[src/rtl/ssp_rx_ctrl_pkg.sv]
// Shared definitions for the SSP receive sequencer: word size and FSM state encoding.
package ssp_rx_ctrl_pkg;

  localparam int unsigned SSP_WORD_BITS = 8;

  typedef enum logic [1:0] {
    StIdle  = 2'd0,
    StShift = 2'd1,
    StDone  = 2'd2
  } ssp_state_e;

endpackage

[src/rtl/ssp_rx_ctrl_edge_sync.sv]
// Optional 2-flop synchronisers for SSPCLKIN/SSPFSSIN/SSPRXD plus the serial-clock fall detector.
// Synchronisers are built only when SSP_RX_SYNC_EN is defined.
module ssp_rx_ctrl_edge_sync (
  input  logic clk_i,
  input  logic rst_ni,
  input  logic sclk_i,
  input  logic fss_i,
  input  logic rxd_i,
  output logic fall_o,
  output logic fss_o,
  output logic rxd_o
);

  logic sclk_s;
  logic sclk_prev_q;

`ifdef SSP_RX_SYNC_EN
  logic [1:0] sclk_sync_q;
  logic [1:0] fss_sync_q;
  logic [1:0] rxd_sync_q;

  always_ff @(posedge clk_i or negedge rst_ni) begin
    if (!rst_ni) begin
      sclk_sync_q <= 2'b00;
      fss_sync_q  <= 2'b00;
      rxd_sync_q  <= 2'b00;
    end else begin
      sclk_sync_q <= {sclk_sync_q[0], sclk_i};
      fss_sync_q  <= {fss_sync_q[0], fss_i};
      rxd_sync_q  <= {rxd_sync_q[0], rxd_i};
    end
  end

  assign sclk_s = sclk_sync_q[1];
  assign fss_o  = fss_sync_q[1];
  assign rxd_o  = rxd_sync_q[1];
`else
  assign sclk_s = sclk_i;
  assign fss_o  = fss_i;
  assign rxd_o  = rxd_i;
`endif

  always_ff @(posedge clk_i or negedge rst_ni) begin
    if (!rst_ni) begin
      sclk_prev_q <= 1'b0;
    end else begin
      sclk_prev_q <= sclk_s;
    end
  end

  // Frame sync and data are taken on the same PCLK edge that sees the fall.
  assign fall_o = sclk_prev_q & ~sclk_s;

endmodule

[src/rtl/ssp_rx_ctrl.sv]
// SSP receive sequencer: TI-framed, MSB-first deserialiser feeding the RX FIFO with overrun flag.
// Define SSP_RX_SYNC_EN to synchronise the serial inputs to PCLK (adds 2 PCLK latency).
module ssp_rx_ctrl
  import ssp_rx_ctrl_pkg::*;
#(
  parameter int unsigned WORD_BITS = SSP_WORD_BITS
) (
  input  logic                 PCLK,
  input  logic                 CLEAR_B,
  input  logic                 SSPCLKIN,
  input  logic                 SSPFSSIN,
  input  logic                 SSPRXD,
  input  logic                 RxFifoFull,
  input  logic                 OverrunClr,
  output logic [WORD_BITS-1:0] RxData,
  output logic                 NextWord,
  output logic                 RxBusy,
  output logic                 RxOverrun
);

  localparam int unsigned CntW = $clog2(WORD_BITS);
  localparam logic [CntW-1:0] LastBit = CntW'(WORD_BITS - 1);

  logic fall;
  logic fss_s;
  logic rxd_s;

  ssp_state_e           state_q;
  logic [CntW-1:0]      count_q;
  logic [WORD_BITS-1:0] shift_q;
  logic [WORD_BITS-1:0] rx_data_q;
  logic                 next_word_q;
  logic                 rx_busy_q;
  logic                 overrun_q;
  logic                 b2b_q;

  ssp_rx_ctrl_edge_sync u_edge_sync (
    .clk_i  (PCLK),
    .rst_ni (CLEAR_B),
    .sclk_i (SSPCLKIN),
    .fss_i  (SSPFSSIN),
    .rxd_i  (SSPRXD),
    .fall_o (fall),
    .fss_o  (fss_s),
    .rxd_o  (rxd_s)
  );

  always_ff @(posedge PCLK or negedge CLEAR_B) begin
    if (!CLEAR_B) begin
      state_q     <= StIdle;
      count_q     <= '0;
      shift_q     <= '0;
      rx_data_q   <= '0;
      next_word_q <= 1'b0;
      rx_busy_q   <= 1'b0;
      overrun_q   <= 1'b0;
      b2b_q       <= 1'b0;
    end else begin
      next_word_q <= 1'b0;
      if (OverrunClr) begin
        overrun_q <= 1'b0;
      end
      unique case (state_q)
        StIdle: begin
          if (fall && fss_s) begin
            state_q   <= StShift;
            count_q   <= '0;
            rx_busy_q <= 1'b1;
          end
        end
        StShift: begin
          if (fall) begin
            if (count_q == LastBit) begin
              shift_q <= {shift_q[WORD_BITS-2:0], rxd_s};
              b2b_q   <= fss_s;
              state_q <= StDone;
            end else if (fss_s) begin
              // Resync: a new frame starts before the current one finished.
              shift_q <= '0;
              count_q <= '0;
            end else begin
              shift_q <= {shift_q[WORD_BITS-2:0], rxd_s};
              count_q <= count_q + 1'b1;
            end
          end
        end
        StDone: begin
          // Setting overrun here overrides a same-cycle OverrunClr above.
          if (!RxFifoFull) begin
            rx_data_q   <= shift_q;
            next_word_q <= 1'b1;
          end else begin
            overrun_q <= 1'b1;
          end
          count_q <= '0;
          if (b2b_q) begin
            state_q <= StShift;
          end else begin
            state_q   <= StIdle;
            rx_busy_q <= 1'b0;
          end
        end
        default: begin
          state_q   <= StIdle;
          rx_busy_q <= 1'b0;
        end
      endcase
    end
  end

  assign RxData    = rx_data_q;
  assign NextWord  = next_word_q;
  assign RxBusy    = rx_busy_q;
  assign RxOverrun = overrun_q;

endmodule

[config.mk]
export PLATFORM = sky130hd
export DESIGN_NAME = ssp_rx_ctrl
export DESIGN_NICKNAME = d
export VERILOG_FILES = /design/src/rtl/ssp_rx_ctrl_pkg.sv /design/src/rtl/ssp_rx_ctrl_edge_sync.sv /design/src/rtl/ssp_rx_ctrl.sv
export SDC_FILE = /design/constraint.sdc
export NUM_CORES = 1
export LEC_CHECK = 0
export ABC_AREA = 1
export CAP_MARGIN = 20
export CORE_UTILIZATION = 50
export CTS_CLUSTER_SIZE = 16
export DETAILED_ROUTE_END_ITERATION = 7
export PLACE_DENSITY = 0.8
export SLEW_MARGIN = 20
export SYNTH_ARGS = -nofsm -noshare
export SYNTH_HDL_FRONTEND = slang
export SYNTH_HIERARCHICAL = 1
export SYNTH_SLANG_ARGS = --single-unit
[constraint.sdc]
create_clock -name PCLK -period 1.9 [get_ports PCLK]
set_clock_uncertainty 0.1 [all_clocks]
set_input_delay 0.57 -clock PCLK [delete_from_list [all_inputs] [get_ports PCLK]]
set_output_delay 0.57 -clock PCLK [all_outputs]
set_load 0.05 [all_outputs]
==> flow_summary.ini <==
[cts]
clk_pin_slew_worst_paths_ns = 0.14
clock_path_buffers = 2
worstSkewPairLatency_ns = 0.32
htree_levels = 1
root_buffer = clkbuf_4
cts_hold_buf = 0
cts_tree = built
post_cts_resized = 0
cts.sinks = 26
post_cts_buffers = 0
numCtsBuffers = 3

[routing]
drt-pass1-iter-count = 4
wirelength_um = 2360
drt_iter0_markers = 20
detail_route.wl_per_cell_um = 13.9
route.detailed.drc = 0
vias_per_cell = 5.26
num_vias = 894
ant_nets = 0

[run_status]
status = finished, final reports clean

[synthesis]
synth_commonest_cells = dfrtp_1, nand2_1, nand3_1
syn_nets = 132
ys.flop_type = dfrtp_1
syn_area_um2 = 1140
ys_warn_count = 6
synth_edf_count = 0
ys_ff_latch = 26
syn_inst = 123
synth_top_area_share = 0.573
yosysMostFrequentCell = dfrtp_1
async_flop_share = 1.00
yosys.area.top_type = dfrtp_1
synth.area.top_cells = dfrtp_1, nand3_1, nand2_1
postSynthAreaPerCell_um2 = 9.24
synth_cell_types = 16
ys_seq_area_frac = 0.573

[sta]
hold_viol = 0
post-route-period-util = 0.892
fin_ws_ns = 0.205
setup_tns_ns = 0
rsz0062_at_grt = no
tightest_slew_ns = 0.321
holdWs_ns = 0.402
timing.slew.headroom = 0.786
setup_viol = 0
fin_crit_ns = 1.70
fmax_ghz = 0.590
slew_viol_final = 0

[final_layout]
antenna_cells = 0
drive_above_1_share = 0.161
area_growth_pct = 29.8
final_util = 0.722
finalNetCount = 153

[place]
port_buffers = 17
place_ws_ns = -0.100
hpwl_um = 1730
place_congestion = 0.815

[power]
p_sw_uw = 372
pwr-share-comb = 0.213
pwr-share-seq = 0.500
finalPower_mw = 1.31
p_leak_nw = 0.716
ir_worst_vdd_v = 0.000638
clkPwrFrac = 0.287
p_per_area_nw_per_um2 = 885
p_int_uw = 934
swShare = 0.285

[die]
die_w_um = 49.7
core_area_um2 = 2040
start_util = 0.556
die_h_um = 49.7
std_cell_rows = 16
fp.dieArea_um2 = 2470
io_pins = 18

[critical_path]
cpPeakStageDelay_ns = 0.44
worstRegToRegCells = 6
worst_ep_arrival_time_ns = 1.84
startpoint_type = input port
crit_fanout = 16
crit_type = input port to register
crit_chain = clkdlybuf4s50_1 -> nor2_2 -> inv_1 -> nor2_8 -> nand3_1 -> o21ai_1
endpoint_kind = register
worstPathRequired_ns = 2.05
crit_slowest_cell = clkdlybuf4s50_1

[run]
maxCapViolCount = 0

[grt]
grt-ovfl-total = 0
met1_usage = 0.247
antenna_found_initial = 0
grt_use_met2 = 0.390
grt_pass1_vias = 903
grt_pass1_wl_um = 3940
grt_usage = 0.215
grt.busiest_layer = met2
grtUsageMet3 = 0.0278
grt_max_degree = 27

[min_path]
min_path_cells = 2
min_path_type = register to register
## per-stage QoR
step | std cells | instance area, um^2
after floorplan | 123 | 1140
after global placement | 166 | 1420
after detailed placement | 166 | 1420
after CTS | 170 | 1480
after global routing | 170 | 1480
final | 170 | 1480
## critical path, delay by kind of cell
family,cells,cell delay [ns]
buf+inv,2,0.59
simple gates,3,0.57
compound gates,1,0.11
## flip-flops by register name, summed over array words and instances (netlist names)
| name | count |
|---|---|
| RxData | 8 |
| shift_q | 8 |
| count_q | 3 |
| state_q | 2 |
| NextWord | 1 |
| RxBusy | 1 |
| RxOverrun | 1 |
| b2b_q | 1 |
| u_edge_sync/sclk_prev_q | 1 |
## cell usage in the layout, fill, tap and decap left out, types with 2 or more instances in the layout
cell	instances
inv_1	17
o21ai_1	8
ha_1	2
nand2_1	24
clkdlybuf4s50_1	6
o21ai_0	10
buf_4	4
clkbuf_4	3
nand3_1	20
dfrtp_1	26
nor2_1	6
buf_12	10
## final timing paths
check / from / slack (ns) / end
min reg2reg: count_q[2] / 0.40 / count_q[2]
max in group asynchronous: CLEAR_B / 0.96 / RxData[5]
max reg2reg: count_q[0] / 0.34 / shift_q[0]
min: count_q[2] / 0.40 / count_q[2]
max: SSPCLKIN / 0.20 / shift_q[0]
min in group asynchronous: CLEAR_B / 0.49 / state_q[1]
## metal layers
metal  vias up  share of wire
met4         0          0.016
met1       427           0.43
met3         5          0.034
li1        435              -
met5         -              0
met2        27           0.52
## logic make-up (layout without fill, tap and decap cells)
group / Yosys count / after routing / share of synthesized area
adders and majority gates: 2 / 2 / 0.0220
AOI/OAI and AO/OA: 19 / 19 / 0.0837
and+or+nand+nor: 54 / 54 / 0.229
DFF: 26 / 26 / 0.573
buffers and inverters: 22 / 42 / 0.0925
## final cells by class
cell class                 instances  area, um^2
clock buffer                       3        22.5
clock inverter                     1        30.0
fill                             156         567
inverter                          18        67.6
multi-input combinational         75         380
sequential                        26         651
tap                               27        33.8
timing repair buffer              20         290
## power by group through the flow
stage / Combinational (mW) / Clock, mW / Sequential (mW)
final: 0.278 / 0.374 / 0.653
after floorplan: 0.151 / 0 / 0.677
after detailed placement: 0.275 / 0 / 0.662
after global placement: 0.257 / 0 / 0.658
after CTS: 0.278 / 0.377 / 0.653
after global routing: 0.301 / 0.403 / 0.659
(Power assumes the default switching activity.)
==> variant (config.mk and constraints unchanged) <==
Add a define of `SSP_RX_SYNC_EN`.
--- a/src/rtl/ssp_rx_ctrl_edge_sync.sv
+++ b/src/rtl/ssp_rx_ctrl_edge_sync.sv
@@ -2,2 +2,4 @@
 // Synchronisers are built only when SSP_RX_SYNC_EN is defined.
+`define SSP_RX_SYNC_EN
+
 module ssp_rx_ctrl_edge_sync (
Formal check against the unedited RTL: not equivalent (Yosys sat finds a counterexample within 4 cycles, from zero or initial values).
==> variant against the unedited design <==
First-iteration DRC count grew 20%; power grew 0.12%; wire length shrank 8.0%; synthesized area grew 12%; worst setup slack gained 130 ps; design area grew 8.2%; count of clock-buffer cells in the layout grew 2; sequential cell count grew 6; utilization shrank 2.7 points; sequential share of layout area grew 6.1 points; global-route usage shrank 1.4 points.
==> variant: results (changes against the unedited design) <==
Outcome
  – Status: complete, no violations (unchanged)

Power
  – Peak supply drop: 0.592 mV (was 0.638 mV)
  – LEAKAGE: 0.771 nW (was 0.716 nW)

Clock network
  – CTS max path bufs: 2 (unchanged)
  – Post-cts sizing count: 0 (unchanged)
  – Clock transition at path regs: 80 ps (was 140 ps)
  – Post-CTS Setup Inserts: 0 (unchanged)
  – Worst-Skew Late Latency: 300 ps (was 320 ps)
  – CTS buffer count: 5 (was 3)
  – H-tree levels: 2 (was 1)
  – Root buffer cell: clkbuf_4 (unchanged)

Setup path
  – Crit path max fanout: 2 (was 16)
  – CP max stage delay: 430 ps
  – CP delay by family, top: flip-flops (was buffers and inverters)
  – Critical-path top delay cell: dfrtp_1 (was clkdlybuf4s50_1)
  – Crit path arrival time: 900 ps (was 1840 ps)

Synthesis
  – Ys Warns: 6 (unchanged)
  – Post-synth ARST share: 1.00 (unchanged)
  – Post-synth net total: 136 (was 132)
  – Seq/Total Area, Yosys: 0.630 (was 0.573)
  – Post-synth top cells: dfrtp_1 (32), nand2_1 (24), nand3_1 (20) (was dfrtp_1 (26), nand2_1 (24), nand3_1 (20))
  – Synth unique cells: 15 (was 16)
  – Synth top area cells: dfrtp_1 (63%), nand3_1 (7.9%), nand2_1 (7.1%), inv_1 (5.0%), o21ai_0 (3.9%) (was dfrtp_1 (57%), nand3_1 (8.8%), nand2_1 (7.9%), inv_1 (5.6%), o21ai_0 (4.4%))

Route
  – Initial DRC Count: 24 (was 20)
  – Drt first pass iters: 4 (unchanged)
  – Final wirelength: 2170 um (was 2360 um)
  – DR vias: 927 (was 894)

Global routing
  – Total GRT Usage: 0.200 (was 0.215)
  – First-pass GRT wire length: 3890 um (was 3940 um)
  – Initial antenna violation count: 0 (unchanged)
  – Vias in the first global route: 939 (was 903)
  – Largest net degree at the start of global routing: 33 (was 27)

Placement
  – DP Wirelength: 1630 um (was 1730 um)
  – Final estimated routing congestion in global placement: 0.812 (was 0.815)
  – Dpl ws: 97.2 ps (was -100 ps)
  – Buffers on Ports: 17 (unchanged)

Layout
  – Fin nets: 159 (was 153)
  – # fillers: 168 (was 156)
  – Layout cells sized above 1: 0.149 (was 0.161)

Timing
  – Tightest slew margin relative to the limit: 0.748 (was 0.786)
  – Post-route setup TNS: 0 ps (unchanged)

Min path
  – Hold WC Path Type: flop to flop (unchanged)
-- variant: cell type report --
type	instances	area share
Clock buffer	5	0.0235
Inverter	18	0.0423
Multi-Input combinational cell	75	0.238
Sequential cell	32	0.502
Tap cell	28	0.0219
Timing Repair Buffer	18	0.172
-- variant: cell families (layout without fill, tap and decap cells) --
family,Yosys count,in the layout,share of synthesized area
adder cells (fa/ha/maj),2,2,0.0197
AND/OR/NAND/NOR,54,54,0.205
flip-flops,32,32,0.630
AO/OA/AOI/OAI,19,19,0.0748
buffers and inverters,20,41,0.0709
-- variant: final timing paths --
kind / start / slack, ps / endpoint / cells after the start
worst max-delay path: RxData[5] / 330 / RxData[5] / 1
worst min-delay path: u_edge_sync/fss_sync_q[0] / 250 / u_edge_sync/fss_sync_q[1] / 0
worst max register to register: count_q[0] / 400 / shift_q[4] / 6
worst min register to register: u_edge_sync/fss_sync_q[0] / 250 / u_edge_sync/fss_sync_q[1] / 0
max in group asynchronous: CLEAR_B / 880 / shift_q[0] / 2
min in group asynchronous: CLEAR_B / 550 / count_q[2] / 2
-- variant: through the flow --
step | hold WS [ps] | std cells | instance area (sq um) | utilization | power (W)
after global routing | 273 | 176 | 1600 | 0.695 | 0.00139
after floorplan | 174 | 127 | 1270 | - | 0.000925
after global placement | 233 | 171 | 1560 | 0.679 | 0.000994
final | 253 | 176 | 1600 | 0.695 | 0.00131
after detailed placement | 235 | 171 | 1560 | 0.679 | 0.00102
after CTS | 254 | 176 | 1600 | 0.695 | 0.00132
-- variant: routing by layer --
| metal | wire length, um | global-route usage | vias to the layer above |
|---|---|---|---|
| met2 | 1030 | 0.316 | 33 |
| met1 | 971 | 0.250 | 436 |
| met5 | 0 | 0 | - |
| li1 | - | - | 450 |
| met3 | 123 | 0.0551 | 8 |
| met4 | 52 | 0.101 | 0 |
-- variant: power breakdown --
group,switching (W),leakage [nW],internal (W)
clock network,0.000179,0.0230,0.000123
registers,0.0000437,0.423,0.000733
logic,0.000140,0.325,0.0000888
total,0.000363,0.771,0.000945
